<file path="src/rtl/riscv_idu.sv">
// RV32I instruction decode stage: buffers IFU words in a small FIFO and
// presents decoded fields through a registered valid/ready output stage.
module riscv_idu #(
    parameter int DEPTH        = 4,
    parameter int STALL_MARGIN = 2
) (
    input  logic        clock_i,
    input  logic        reset_i,
    input  logic        ifu_vld_i,
    input  logic [31:0] ifu_addr_i,
    input  logic [31:0] ifu_data_i,
    output logic        ifu_stall_o,
    input  logic        flush_i,
    output logic        dec_vld_o,
    input  logic        dec_rdy_i,
    output logic [31:0] dec_pc_o,
    output logic [6:0]  dec_opcode_o,
    output logic [4:0]  dec_rd_o,
    output logic [4:0]  dec_rs1_o,
    output logic [4:0]  dec_rs2_o,
    output logic [2:0]  dec_funct3_o,
    output logic [6:0]  dec_funct7_o,
    output logic [31:0] dec_imm_o,
    output logic        dec_illegal_o,
    output logic        ovf_err_o
);

    localparam int CW = $clog2(DEPTH + 1);
    localparam int PW = $clog2(DEPTH);
    localparam logic [CW-1:0] FULL   = CW'(DEPTH);
    localparam logic [CW-1:0] MARGIN = CW'(STALL_MARGIN);

    typedef struct packed {
        logic [31:0] pc;
        logic [6:0]  opcode;
        logic [4:0]  rd;
        logic [4:0]  rs1;
        logic [4:0]  rs2;
        logic [2:0]  funct3;
        logic [6:0]  funct7;
        logic [31:0] imm;
        logic        illegal;
    } dec_t;

    logic [31:0]   addr_mem [DEPTH];
    logic [31:0]   data_mem [DEPTH];
    logic [PW-1:0] rd_ptr_q, rd_ptr_d;
    logic [PW-1:0] wr_ptr_q, wr_ptr_d;
    logic [CW-1:0] cnt_q, cnt_d;
    logic          stall_q, stall_d;
    logic          ovf_q, ovf_d;
    logic          vld_q, vld_d;
    dec_t          dec_q, dec_d;
    dec_t          head;

    logic          out_free;
    logic          push;
    logic          pop;
    logic          full;
    logic [31:0]   inst;

    assign full     = (cnt_q == FULL);
    assign out_free = ~vld_q | dec_rdy_i;
    assign pop      = out_free & (cnt_q != '0) & ~flush_i;
    assign push     = ifu_vld_i & ~flush_i & (~full | pop);
    assign inst     = data_mem[rd_ptr_q];

    always_comb begin
        head         = '0;
        head.pc      = addr_mem[rd_ptr_q];
        head.opcode  = inst[6:0];
        head.rd      = inst[11:7];
        head.rs1     = inst[19:15];
        head.rs2     = inst[24:20];
        head.funct3  = inst[14:12];
        head.funct7  = inst[31:25];
        unique case (inst[6:0])
            7'b0110111, 7'b0010111:
                head.imm = {inst[31:12], 12'b0};
            7'b1101111:
                head.imm = {{11{inst[31]}}, inst[31], inst[19:12],
                            inst[20], inst[30:21], 1'b0};
            7'b1100111, 7'b0000011, 7'b0010011,
            7'b0001111, 7'b1110011:
                head.imm = {{20{inst[31]}}, inst[31:20]};
            7'b1100011:
                head.imm = {{19{inst[31]}}, inst[31], inst[7],
                            inst[30:25], inst[11:8], 1'b0};
            7'b0100011:
                head.imm = {{20{inst[31]}}, inst[31:25], inst[11:7]};
            7'b0110011:
                head.imm = '0;
            default: begin
                head.imm     = '0;
                head.illegal = 1'b1;
            end
        endcase
    end

    always_comb begin
        rd_ptr_d = rd_ptr_q;
        wr_ptr_d = wr_ptr_q;
        cnt_d    = cnt_q;
        ovf_d    = ovf_q;
        vld_d    = vld_q;
        dec_d    = dec_q;
        if (flush_i) begin
            rd_ptr_d = '0;
            wr_ptr_d = '0;
            cnt_d    = '0;
            vld_d    = 1'b0;
        end else begin
            if (push)
                wr_ptr_d = wr_ptr_q + PW'(1);
            if (pop)
                rd_ptr_d = rd_ptr_q + PW'(1);
            if (push && !pop)
                cnt_d = cnt_q + CW'(1);
            else if (pop && !push)
                cnt_d = cnt_q - CW'(1);
            // A full FIFO with no pop this cycle has nowhere to put the word.
            if (ifu_vld_i && full && !pop)
                ovf_d = 1'b1;
            if (pop) begin
                vld_d = 1'b1;
                dec_d = head;
            end else if (out_free) begin
                vld_d = 1'b0;
            end
        end
        stall_d = (FULL - cnt_d) <= MARGIN;
    end

    always_ff @(posedge clock_i) begin
        if (reset_i) begin
            rd_ptr_q <= '0;
            wr_ptr_q <= '0;
            cnt_q    <= '0;
            stall_q  <= 1'b0;
            ovf_q    <= 1'b0;
            vld_q    <= 1'b0;
            dec_q    <= '0;
        end else begin
            rd_ptr_q <= rd_ptr_d;
            wr_ptr_q <= wr_ptr_d;
            cnt_q    <= cnt_d;
            stall_q  <= stall_d;
            ovf_q    <= ovf_d;
            vld_q    <= vld_d;
            dec_q    <= dec_d;
        end
    end

    // Storage needs no reset; occupancy is tracked by the pointers.
    always_ff @(posedge clock_i) begin
        if (push && !reset_i) begin
            addr_mem[wr_ptr_q] <= ifu_addr_i;
            data_mem[wr_ptr_q] <= ifu_data_i;
        end
    end

    assign ifu_stall_o   = stall_q;
    assign ovf_err_o     = ovf_q;
    assign dec_vld_o     = vld_q;
    assign dec_pc_o      = dec_q.pc;
    assign dec_opcode_o  = dec_q.opcode;
    assign dec_rd_o      = dec_q.rd;
    assign dec_rs1_o     = dec_q.rs1;
    assign dec_rs2_o     = dec_q.rs2;
    assign dec_funct3_o  = dec_q.funct3;
    assign dec_funct7_o  = dec_q.funct7;
    assign dec_imm_o     = dec_q.imm;
    assign dec_illegal_o = dec_q.illegal;

endmodule

</file>
<file path="config.mk">
export PLATFORM = sky130hd
export DESIGN_NAME = riscv_idu
export DESIGN_NICKNAME = d
export VERILOG_FILES = /design/src/rtl/riscv_idu.sv
export SDC_FILE = /design/constraint.sdc
export NUM_CORES = 1
export LEC_CHECK = 0
export BUFFER_PORTS_ARGS = -buffer_cell sky130_fd_sc_hd__buf_2
export CORE_ASPECT_RATIO = 0.6
export CORE_UTILIZATION = 25
export DETAILED_ROUTE_END_ITERATION = 8
export PLACE_DENSITY = 0.42
export REMOVE_ABC_BUFFERS = 1
export SLEW_MARGIN = 30
export SYNTH_ARGS = -nofsm -noshare
export SYNTH_HDL_FRONTEND = slang
export SYNTH_SLANG_ARGS = --single-unit
</file>
<file path="constraint.sdc">
create_clock -name clock_i -period 3.1 [get_ports clock_i]
set_input_delay 0.62 -clock clock_i [delete_from_list [all_inputs] [get_ports clock_i]]
set_output_delay 0.62 -clock clock_i [all_outputs]
set_load 0.01 [all_outputs]
</file>
# == Word-level counts from Yosys, hierarchy flattened ==
# Memories as Yosys holds them, arrays and structs flattened. A register that Yosys moved wholly into a read port is not among the register bits.
# Cells that the tools add are included.
# op_classes
add_sub_neg,5
order_cmp,1
n_eq_ne,12
mux,11
n_bitwise,9
reduce_logical,16
# op_table
operator,count
one-hot mux 32 bit (5 select lines),1
"== test 7 bit, second input constant",4
"== test 7 x 6 -> 1 bit, second input constant",3
"== test 7 x 5 -> 1 bit, second input constant",2
OR reduction 11 bit,1
2-to-1 mux 3 bit,3
"== test 7 x 2 -> 1 bit, second input constant",1
"== test 7 x 4 -> 1 bit, second input constant",1
logical AND 1 bit,5
2-to-1 mux 1 bit,5
OR reduction 5 bit,1
"adder 2 x 1 -> 2 bit, second input constant",2
bitwise AND 1 bit,4
2-to-1 mux 2 bit,2
AND reduction 2 bit,2
OR reduction 2 bit,2
"adder 3 x 1 -> 3 bit, second input constant",1
"== test 3 bit, second input constant",1
"<= comparator 3 x 2 -> 1 bit, second input constant",1
zero test 1 bit,3
inverter 1 bit,3
nonzero test 3 bit,1
"subtractor 3 x 1 -> 3 bit, second input constant",1
"subtractor 3 bit, first input constant",1
2 further kinds,3
# totals
register_bits,75
ramBits,256
inputBits,69
output_inout_bits,100
n_memories,2
# mem_list
memory,depth,word_bits,rd,rd_ports_with_merged_regs,wr,line_no,source
addr_mem,4,32,1,1,1,45,logic [31:0] addr_mem [DEPTH];
data_mem,4,32,1,1,1,46,logic [31:0] data_mem [DEPTH];

# == Longest topological paths before layout ==
# depth
word_depth,13
depth_mapped,11
ltp_nobuf,11

# == Worst setup path before layout ==
# Ideal clock, no wire load.
# synth_path
kind,input -> register
start,input port flush_i
end,"memory addr_mem[0][0], enable pin"
setup_time_ns,0.429
arrival_time_ns,2.739
required_ns,2.671
slack_ns,-0.068
path_stages,4
n_path_buf,1
path_cell_list,or2_2 -> clkbuf_1 -> nor2_1 -> and2_1
# synth_via
elab_chain_cells,7
elab_cells_between_ends,8
# synth_rtl
element,line_no,source
start: declaration,13,"input logic flush_i,"
inverter 1 bit (no source line) (*),--,
bitwise AND 1 bit,64,assign pop = out_free & (cnt_q != '0) & ~flush_i;
OR 1 bit,65,assign push = ifu_vld_i & ~flush_i & (~full | pop);
bitwise AND 1 bit (*),65,
logical AND 1 bit (*),156,if (push && !reset_i) begin
2-to-1 mux 1 bit (*),156,
2-to-1 mux 1 bit (not written as such) (*),157,addr_mem[wr_ptr_q] <= ifu_addr_i;
end: declaration,45,
# Mark *: on every way between the ends. The rest lies on a longest branch, timed or not.

==> out/metrics.csv <==
metric;value;unit
wl_per_cell;19.5;µm
power_leakage;0.00568;µW
crit_fanout;9;
die_h;182;µm
hold_class;in2reg;
powerDensity;630;nW/µm²
synth_flop_cell;edfxtp_1;
die_area;54900;µm²
cp_cell_sequence;buf_4 > mux4_2 > and3b_1 > or3_4 > o22ai_1 > a21oi_1 > o21ai_1;
ant_nets;0;
cts_tree;yes;
cpPeakStageDelay;0.62;ns
most-common-layout-cells;edfxtp_1, buf_2, nand2_1;
min_period_over_period;0.908;
grt_pass1_wl;52.0;mm
critPathSlowestCell;mux4_2;
ys_async_sr_fraction;0;
grt_max_degree;71;
endpoint_kind;register;
dr.pass1.iters;7;
worstPathRequired;3.56;ns
route.detailed.drc;16;
synthCells;861;
crit_path_end;dec_imm_o[19];
setup_violations;0;
yosysSeqAreaShare;0.732;
fp.coreArea;52900;µm²
cts_root_buffer;clkbuf_16;
synth_compound_area_frac;0.0594;
area_delta_synth_final;23.5;%
synth_edf_count;256;
status;finished with violations;
fmax;0.355;GHz
violations;DRC;
synthAdderAreaFrac;0.00742;
hold_viol_final;0;
grt_overflow;0;
worstMarginPinSlew;0.688;ns
clockBufferDepth;3;
worstSetupStartpointType;register;
yosysTopAreaCell;edfxtp_1;
cts_num_sinks;365;
r2r_end;dec_imm_o[19];
fin_crit;2.82;ns
nFillCells;5212;
syn_area;13500;µm²
fin_cells;1783;
irDropWorstVdd;0.000339;V
synthTopCellsByArea;edfxtp_1, dfxtp_1, mux4_2;
vias;7787;
layout-drive-gt1-share;0.315;
htree_levels;2;
die_w;302;µm
synth.avg_cell_area;15.7;µm²
num_io_pins;169;
rr_worst_depth;7;
synthXorXnorAreaFrac;0.00260;
synth_top_family_by_area;multiplexers;
clk_latency;0.53;ns
num_rows;65;
place_hpwl;22.2;mm
fin_worst_skew;0.0173;ns
cp_data_arrival_time;3.28;ns
antenna_found_initial;7;
nets;1124;
synth_seq_cells;365;
slew_violations;0;
rsz0062_at_grt;false;
grt_pass1_vias;7916;
drt_iter0_markers;404;
synthSimpleGateAreaFrac;0.0729;
synth_cell_types;53;
yosys_warnings;0;
post-route-worst-setup-slack;0.284;ns
track_usage;0.127;
start_util;0.255;
post-place-ws;0.179;ns
synth.area.mux_share;0.108;
yosysTopAreaCellShare;0.570;
viasPerCell;4.37;
critical_path_class;reg2reg;
port_buffers;168;
cts_buffers;38;
place.gp.congestion;0.752;
path_clk_slew;0.06;ns
dp_cells;1710;
drv_cap;0;
layout_commonest_cell;edfxtp_1;
rrSetupSlack;0.28;ns
wl;34.8;mm
relSlewSlack;0.541;
[cell usage after synthesis (4+ instances only)]
| cell type | count |
|---|---|
| a211oi_1 | 7 |
| a21oi_1 | 81 |
| a221o_1 | 5 |
| a2bb2oi_1 | 4 |
| and2_1 | 4 |
| buf_1 | 7 |
| clkbuf_1 | 31 |
| dfxtp_1 | 109 |
| edfxtp_1 | 256 |
| ha_1 | 8 |
| inv_1 | 14 |
| mux4_2 | 62 |
| nand2_1 | 163 |
| nand3_1 | 11 |
| nor2_1 | 24 |
| nor2b_1 | 5 |
| o21ai_0 | 9 |
| o21ai_2 | 9 |
[worst min-delay path by stage]
stage	cells after the start	from	to	slack, ns
final	1	ifu_data_i[17]	data_mem[0][17]	0.30
after global routing	1	ifu_data_i[21]	data_mem[0][21]	0.28
after CTS	1	ifu_data_i[17]	data_mem[3][17]	0.26
after detailed placement	2	dec_imm_o[11]	dec_imm_o[11]	0.44
after global placement	2	dec_pc_o[13]	dec_pc_o[13]	0.44
after floorplan	2	dec_imm_o[19]	dec_imm_o[19]	0.47
[timing repair]
item,in CTS,in global routing
endpoints found under the setup margin,0,3
buffers inserted,0,0
hold buffers,0,0
resized for setup,0,1
[flip-flops by register name (all words and copies together), names as in the netlist, 2 cells and up, named ones only]
signal        count
rd_ptr_q          2
dec_pc_o         32
dec_rs1_o         5
data_mem        128
dec_rs2_o         5
dec_funct3_o      3
wr_ptr_q          2
cnt_q             3
dec_funct7_o      7
dec_rd_o          5
dec_imm_o        32
dec_opcode_o      7
addr_mem        128
[worst max-delay path, delay by kind of cell, from the launching register on]
kind / cells / cell delay, ns
AOI/OAI and AO/OA: 3 / 0.80
and+or+nand+nor: 2 / 0.59
buffers and inverters: 1 / 0.23
muxes: 1 / 0.62
DFF: 1 / 0.50
[cell type report]
class	count	area [µm²]	area share
Antenna cell	3	7.51	0.000451
Clock buffer	50	1030	0.0616
Inverter	14	52.6	0.00315
Multi-Input combinational cell	438	3420	0.205
Sequential cell	365	9870	0.593
Timing Repair Buffer	190	1150	0.0688
Clock inverter	20	254	0.0152
Tap cell	703	880	0.0528
[power breakdown]
part / leakage [µW] / total (µW) / switching, µW / internal [µW]
Combinational: 0.00186 / 450 / 283 / 167
Sequential: 0.00320 / 5320 / 31.4 / 5290
Clock: 0.000621 / 4730 / 1950 / 2780
Total: 0.00568 / 10500 / 2260 / 8230
[cell families after synthesis]
family                   after synthesis
AND/OR/NAND/NOR                      230
buffers and inverters                 58
multiplexers                          65
AO/OA/AOI/OAI                        131
adder cells (fa/ha/maj)                8
flip-flops                           365
XOR/XNOR                               4
[stage by stage]
step | hold WS, ns | TNS (ns) | power (µW) | utilization | cell area [µm²]
after floorplan | 0.471 | -248.24 | 5640 | - | 13300
after global placement | 0.440 | 0 | 5880 | 0.290 | 15400
after detailed placement | 0.439 | 0 | 5890 | 0.290 | 15400
after CTS | 0.261 | 0 | 10700 | 0.314 | 16600
after global routing | 0.275 | 0 | 10900 | 0.315 | 16700
final | 0.304 | 0 | 10500 | 0.315 | 16700
[metal layers]
layer	GRT usage	share of wire	up-vias	routed length (µm)
met3	0.0297	0.054	56	1870
li1	-	-	3633	-
met5	0	0.00035	-	12
met1	0.183	0.48	3927	16800
met2	0.193	0.45	169	15500
met4	0.0257	0.017	2	586
(Power assumes the default switching activity.)
